==> src/rtl/conv_error_monitor.sv <==
// Pairs accurate/approximate convolution results in arrival order and collects
// per-window error statistics (signed error, SAE, max error, mismatch count).
module conv_error_monitor #(
    parameter int unsigned DATA_W      = 8,
    parameter int unsigned FIFO_DEPTH  = 4,
    parameter int unsigned NUM_SAMPLES = 16
) (
    input  logic                  clk,
    input  logic                  rst,
    input  logic                  start,
    input  logic [2*DATA_W-1:0]   acc_in,
    input  logic                  acc_valid,
    input  logic [2*DATA_W-1:0]   apx_in,
    input  logic                  apx_valid,
    output logic                  pair_valid,
    output logic [2*DATA_W:0]     pair_err,
    output logic [31:0]           sum_abs_err,
    output logic [2*DATA_W-1:0]   max_abs_err,
    output logic [15:0]           mismatch_cnt,
    output logic [15:0]           pair_cnt,
    output logic                  done,
    output logic                  overflow
);

    localparam int unsigned RES_W = 2 * DATA_W;
    localparam int unsigned ERR_W = RES_W + 1;
    localparam int unsigned PTR_W = $clog2(FIFO_DEPTH);
    localparam int unsigned CNT_W = PTR_W + 1;

    localparam logic [1:0] S_IDLE = 2'd0;
    localparam logic [1:0] S_RUN  = 2'd1;
    localparam logic [1:0] S_DONE = 2'd2;

    logic [1:0] state, state_nxt;

    logic [RES_W-1:0] acc_mem [FIFO_DEPTH];
    logic [RES_W-1:0] apx_mem [FIFO_DEPTH];
    logic [PTR_W-1:0] acc_wr, acc_rd, apx_wr, apx_rd;
    logic [CNT_W-1:0] acc_cnt, apx_cnt;

    logic             run_c, pop_c;
    logic             acc_full_c, apx_full_c;
    logic             acc_push_c, apx_push_c;
    logic             drop_c;
    logic [ERR_W-1:0] err_c;
    logic [RES_W-1:0] abs_err_c;
    logic [32:0]      sum_ext_c;
    logic [31:0]      sum_nxt_c;

    // Datapath: enqueue/pop qualification and error arithmetic on FIFO heads
    always_comb begin
        run_c      = (state == S_RUN) && !start;
        pop_c      = run_c && (acc_cnt != '0) && (apx_cnt != '0);
        acc_full_c = (acc_cnt == CNT_W'(FIFO_DEPTH));
        apx_full_c = (apx_cnt == CNT_W'(FIFO_DEPTH));
        acc_push_c = run_c && acc_valid && (!acc_full_c || pop_c);
        apx_push_c = run_c && apx_valid && (!apx_full_c || pop_c);
        drop_c     = run_c && !pop_c && ((acc_valid && acc_full_c) || (apx_valid && apx_full_c));
        err_c      = {1'b0, acc_mem[acc_rd]} - {1'b0, apx_mem[apx_rd]};
        abs_err_c  = err_c[ERR_W-1] ? RES_W'(ERR_W'(0) - err_c) : RES_W'(err_c);
        sum_ext_c  = {1'b0, sum_abs_err} + 33'(abs_err_c);
        sum_nxt_c  = sum_ext_c[32] ? 32'hFFFF_FFFF : sum_ext_c[31:0];
    end

    always_ff @(posedge clk) begin
        if (rst) state <= S_IDLE;
        else     state <= state_nxt;
    end

    always_comb begin
        state_nxt = state;
        case (state)
            S_IDLE: if (start) state_nxt = S_RUN;
            S_RUN: begin
                if (start)
                    state_nxt = S_RUN;
                else if (pop_c && (pair_cnt == 16'(NUM_SAMPLES - 1)))
                    state_nxt = S_DONE;
            end
            S_DONE: if (start) state_nxt = S_RUN;
            default: state_nxt = S_IDLE;
        endcase
    end

    // FIFO storage has no reset; occupancy is tracked by the pointers/counters
    always_ff @(posedge clk) begin
        if (acc_push_c) acc_mem[acc_wr] <= acc_in;
        if (apx_push_c) apx_mem[apx_wr] <= apx_in;
    end

    always_ff @(posedge clk) begin
        if (rst || start) begin
            acc_wr  <= '0;
            acc_rd  <= '0;
            acc_cnt <= '0;
            apx_wr  <= '0;
            apx_rd  <= '0;
            apx_cnt <= '0;
        end else begin
            if (acc_push_c) acc_wr <= acc_wr + PTR_W'(1);
            if (apx_push_c) apx_wr <= apx_wr + PTR_W'(1);
            if (pop_c) begin
                acc_rd <= acc_rd + PTR_W'(1);
                apx_rd <= apx_rd + PTR_W'(1);
            end
            if (acc_push_c && !pop_c)      acc_cnt <= acc_cnt + CNT_W'(1);
            else if (!acc_push_c && pop_c) acc_cnt <= acc_cnt - CNT_W'(1);
            if (apx_push_c && !pop_c)      apx_cnt <= apx_cnt + CNT_W'(1);
            else if (!apx_push_c && pop_c) apx_cnt <= apx_cnt - CNT_W'(1);
        end
    end

    // Per-pair result and window statistics
    always_ff @(posedge clk) begin
        if (rst || start) begin
            pair_valid   <= 1'b0;
            pair_err     <= '0;
            sum_abs_err  <= '0;
            max_abs_err  <= '0;
            mismatch_cnt <= '0;
            pair_cnt     <= '0;
            overflow     <= 1'b0;
            done         <= 1'b0;
        end else begin
            pair_valid <= pop_c;
            done       <= (state_nxt == S_DONE);
            if (drop_c) overflow <= 1'b1;
            if (pop_c) begin
                pair_err    <= err_c;
                sum_abs_err <= sum_nxt_c;
                if (abs_err_c > max_abs_err) max_abs_err <= abs_err_c;
                if (err_c != '0) mismatch_cnt <= mismatch_cnt + 16'd1;
                pair_cnt <= pair_cnt + 16'd1;
            end
        end
    end

endmodule

==> config.mk <==
export PLATFORM = sky130hd
export DESIGN_NAME = conv_error_monitor
export DESIGN_NICKNAME = d
export VERILOG_FILES = /design/src/rtl/conv_error_monitor.sv
export SDC_FILE = /design/constraint.sdc
export NUM_CORES = 1
export LEC_CHECK = 0
export BUFFER_PORTS_ARGS = -buffer_cell sky130_fd_sc_hd__buf_2
export CORE_UTILIZATION = 35
export DETAILED_ROUTE_END_ITERATION = 8
export GPL_TIMING_DRIVEN = 0
export HOLD_SLACK_MARGIN = 0.12
export PLACE_DENSITY = 0.5
export SLEW_MARGIN = 20
export SYNTH_ARGS = -nofsm -noshare
export SYNTH_HDL_FRONTEND = slang
export SYNTH_SLANG_ARGS = --single-unit
==> constraint.sdc <==
create_clock -name clk -period 13 [get_ports clk]
set_input_delay 0.65 -clock clk [delete_from_list [all_inputs] [get_ports clk]]
set_output_delay 0.65 -clock clk [all_outputs]
set_load 0.05 [all_outputs]
---- Word level (Yosys, flattened, before mapping) ----
Memory sizes are Yosys's and may differ from the RTL's. A register that Yosys moved wholly into a read port is not among the register bits.
Index checks and enable logic that the tools add are counted.
operators by class
  add/subtract/negate cells ............... 13
  multiply operators ...................... 0
  divide/modulo/power cells ............... 0
  $lt $le $gt $ge ......................... 1
  equal/unequal tests ..................... 6
  shifts and indexed selects .............. 0
  muxes and demuxes ....................... 18
  bitwise gates (word level) .............. 0
  reductions and logical operators ........ 35
operators with widths
  operator                                                                 number
  32-bit by 16-bit adder with 33-bit output                                1
  16-bit by 1-bit adder with 16-bit output (second input constant)         2
  32-bit 2-to-1 mux                                                        1
  17-bit nonzero test                                                      1
  16-bit by 16-bit subtractor with 17-bit output                           1
  16-bit by 4-bit equality test with 1-bit output (second input constant)  1
  16-bit > comparator                                                      1
  1-bit logical AND                                                        16
  16-bit 2-to-1 mux                                                        1
  1-bit by 16-bit subtractor with 16-bit output (first input constant)     1
  2-bit 2-to-1 mux                                                         7
  3-bit 2-to-1 mux                                                         4
  2-bit by 1-bit adder with 2-bit output (second input constant)           4
  3-bit by 1-bit adder with 3-bit output (second input constant)           2
  3-bit equality test (second input constant)                              2
  1-bit zero test                                                          6
  3-bit nonzero test                                                       2
  3-bit by 1-bit subtractor with 3-bit output (second input constant)      2
  2-bit equality test (second input constant)                              2
  1-bit logical OR                                                         4
  1-bit 2-to-1 mux                                                         4
  2-bit case mux with 2 select lines                                       1
  2-bit AND reduction                                                      2
  2-bit nonzero test                                                       2
  other kinds (3)                                                          3
storage, ports and cells
  register bits after elaboration ......... 116
  bits in latches ......................... 0
  memory bits (writable) .................. 128
  memory bits (read-only) ................. 0
  input bits .............................. 37
  output and inout port bits .............. 100
  logic and storage cells ................. 90
  memories ................................ 2
memory list
  memory   words  width  rd ports  clocked after memory_dff  wr ports  line  text
  acc_mem  4      16     1         1                         1         36    logic [RES_W-1:0] acc_mem [FIFO_DEPTH];
  apx_mem  4      16     1         1                         1         37    logic [RES_W-1:0] apx_mem [FIFO_DEPTH];

---- Depth between registers and ports, before layout ----
  word-level depth ........................ 10
  depth in mapped cells ................... 24
  depth with buffers taken out ............ 22

---- Worst setup path after synthesis ----
OpenSTA, ideal clock, no wires.
  path kind ............................... flip-flop to flip-flop
  start ................................... register (tool-made name)
  end ..................................... register sum_abs_err[10]
  data arrival time ....................... 6186 ps
  required time ........................... 12868 ps
  slack ................................... 6681 ps
  stages on the path, launching flop included .. 24
  path buffers ............................ 4
  path through ............................ dfxtp_1 clkbuf_1 buf_1 mux4_2 ha_1 fa_1 nand2b_1 a211oi_2 o211ai_1 nand2_1 a221o_1 clkbuf_1 nor2_1 xnor2_1 ha_1 a21o_1 a21oi_1 o21ai_0 a41oi_1 o21ai_0 a31o_2 a21oi_1 clkbuf_1 a21oi_1
RTL lines
  item                  line  text
  to (signal assigned)  130   sum_abs_err <= sum_nxt_c;
  to (decl)             17    output logic [31:0] sum_abs_err,

==> key figures <==
Setup path
  – Critical path fanouts, max: 10
  – CP cell instances: clkbuf_1 -> buf_1 -> mux4_2 -> ha_1 -> fa_1 -> nand2b_1 -> a211oi_2 -> o211ai_1 -> nand2_1 -> a221o_1 -> clkbuf_1 -> nor2_1 -> xnor2_1 -> ha_1 -> a21o_1 -> a21oi_1 -> o21ai_0 -> a41oi_1 -> o21ai_0 -> a31o_2 -> a21oi_1 -> clkbuf_1 -> a21oi_1
  – CP endpoint kind: flip-flop
  – Crit path kind: reg2reg
  – Crit path buf inv count: 4
  – Critical Path RT: 13.40 ns
  – CP max-delay cell: buf_1
  – Worst path top cell family by delay: compound AO/OA/AOI/OAI gates
  – Crit path DAT: 8.56 ns
  – FF-to-FF setup slack: 4.84 ns
  – Delay of the slowest critical-path stage: 0.71 ns
  – Startpoint Class: flip-flop

Cells and area
  – Number of diodes: 0
  – Layout area overhead: 17.80%
  – Layout cells sized above 1: 0.1776
  – Final Cell Area: between 10000 and 15000 um2
  – NumNets Final: ~1300

Die
  – Die Y: 186.1 um
  – Row count: 67
  – Starting Density: 0.3548
  – Core ar.: between 30000 and 40000 um2
  – Die footprint: about 35000 um2
  – Number of placed I/O pins: 137
  – Die width: 186.1 um

STA
  – Final min period: roughly 8.2 ns
  – Worst slew margin: 0.3125
  – Setup TNS: 0 ns
  – Slew @ Worst Pin: 1.029 ns
  – RSZ-0062 raised after global routing: no
  – Max Clock Skew: approximately 0.014 ns
  – Tcrit/Tclk final: 0.6279
  – Max Clock Freq: 122.5 MHz
  – Setup-failing EPs final: 0
  – Hold Fails Final Rpt: 0
  – Slew Limit Fails: 0

Hold path
  – Hold WC Path Type: in2reg

Power and ir drop
  – Cell Pwr Density: 121.2 nW/um2
  – Pleak: roughly 5.3 nW
  – VDD IR-drop max: between 0.1 and 0.15 mV

Synth
  – Flops & latches, synth: roughly 250
  – Synth top area share: 0.3239
  – Synth unique cells: 67
  – Commonest cells post-synth: 128 x edfxtp_1, 120 x dfxtp_1, 98 x nor2_1, 97 x a21oi_1, 66 x nand2_1
  – Sequential area share after synthesis: 0.5264
  – Ys Warns: 0
  – Post-Syn Area: 11870 um2
  – FFs w/ async S/R, synth: 0
  – Most frequent cell after synthesis: edfxtp_1
  – Top_reg_cell synth: edfxtp_1
  – Syn Area/Cell: approximately 11 um2
  – Yosys top cell by area: edfxtp_1
  – Post-synth EDFFs: 128
  – Syn_nets: 1166
  – Dominant cells by area after synthesis: edfxtp_1 32%, dfxtp_1 20%, ha_1 6.5%, mux4_2 6.1%, a21oi_1 4.1%
  – Synthesized netlist cell count: 1063

Drt
  – Drt drc: 0
  – Final antenna-violating net count: 0
  – 1st-pass router iterations: 5
  – Via density: ~5.1
  – Total Routed Length: 29470 um
  – Routed len/inst: 17.36 um
  – DR iter-0 viols: about 490
  – Via Count: about 8600

Clock network
  – Htree depth: 1
  – Post-CTS setup buffers: 0
  – Max clock buf depth: 3
  – PostCTS Resize Cnt: 0
  – Clock insertion delay at the later pin of the skew report: 0.55 ns
  – CTS tree: yes
  – Worst-path clk slew: around 0.060 ns
  – Clk sink count: 248
  – Hold buffers post-CTS: 0
  – Root Driver: clkbuf_16
  – Num CTS Buffers: 29

GRT
  – Largest net degree at the start of global routing: 17
  – All-Layer GR Usage: 0.1712
  – Total grt overflow: 0
  – Initial antenna violation count: 5
  – Global-route wire length before repair: around 46000 um
  – Vias in the first global route: 8259

Place
  – PortBufs: 136
  – Detailed placer's ending HPWL: 21940 um
  – DP Area: 13110 um2
  – Gp weighted congestion: roughly 0.85

Job
  – Max-Cap Viols: 0

Status
  – Status: completed
==> cells by family after synthesis <==
kind of cell | synth area share
xor+xnor | 0.05167
fa+ha+maj | 0.07212
flops | 0.5264
simple gates | 0.1272
buf+inv | 0.03469
compound gates | 0.1230
mux | 0.06495
==> final timing paths <==
kind | startpoint | to | cells past startpoint
setup / recovery | flip-flop | sum_abs_err[14] | 23
hold / removal | acc_in[13] | acc_mem[0][13] | 1
setup reg to reg | flip-flop | sum_abs_err[14] | 23
hold reg to reg | pair_err[5] | pair_err[5] | 2
==> final cells by class <==
class                   count  area [um2]
fillers                  3237       19470
flip-flops and latches    248        6246
multi-input cells         709        5209
clock buffers              42       824.5
repair buffers            136       680.7
well taps                 448       560.5
inverters                  62       232.7
plain buffers              44       178.9
clock inverters             9       46.29
==> flip-flops by register name (all words and copies together), names as in the netlist, 3 cells and up, named ones only <==
register	flops
sum_abs_err	32
pair_cnt	16
apx_mem	64
acc_mem	64
mismatch_cnt	16
max_abs_err	16
acc_cnt	3
apx_cnt	3
pair_err	17
==> cell usage in the layout (no fill, tap or decap), types with 37 or more instances in the layout <==
master and count:
a21oi_1 97, buf_2 138, clkbuf_1 42, dfxtp_1 120, edfxtp_1 128, ha_1 62
inv_1 61, nand2_1 66, nor2_1 98, o21ai_0 41, xor2_1 37
==> per-stage QoR <==
step | worst slack (ns) | hold slack, ns | cells | total power, mW | utilization
after floorplan | 6.681 | 0.4824 | 1063 | 0.9269 | -
after global placement | 4.781 | 0.4423 | 1647 | 0.9647 | 0.3919
after detailed placement | 4.797 | 0.4474 | 1647 | 0.9664 | 0.3919
after CTS | 4.770 | 0.2856 | 1698 | 1.719 | 0.4179
after global routing | 4.188 | 0.2999 | 1698 | 1.762 | 0.4179
final | 4.838 | 0.3144 | 1698 | 1.694 | 0.4179
==> power by group <==
part           switching (mW)  leakage [nW]  total [mW]  internal [mW]
logic                  0.0769          2.80       0.121         0.0444
clock network           0.310         0.425       0.745          0.435
registers             0.00165          2.12       0.828          0.826
==> per-layer routing <==
metal  up-vias  global-route usage  part of all wire
li1       4256                   -                 -
met1      4116              0.2339              0.46
met2       181              0.2803              0.46
met3        49             0.02882             0.046
met4         8             0.04590             0.023
met5         -                   0            0.0015
No activity file was read; power rests on OpenSTA's default activity.
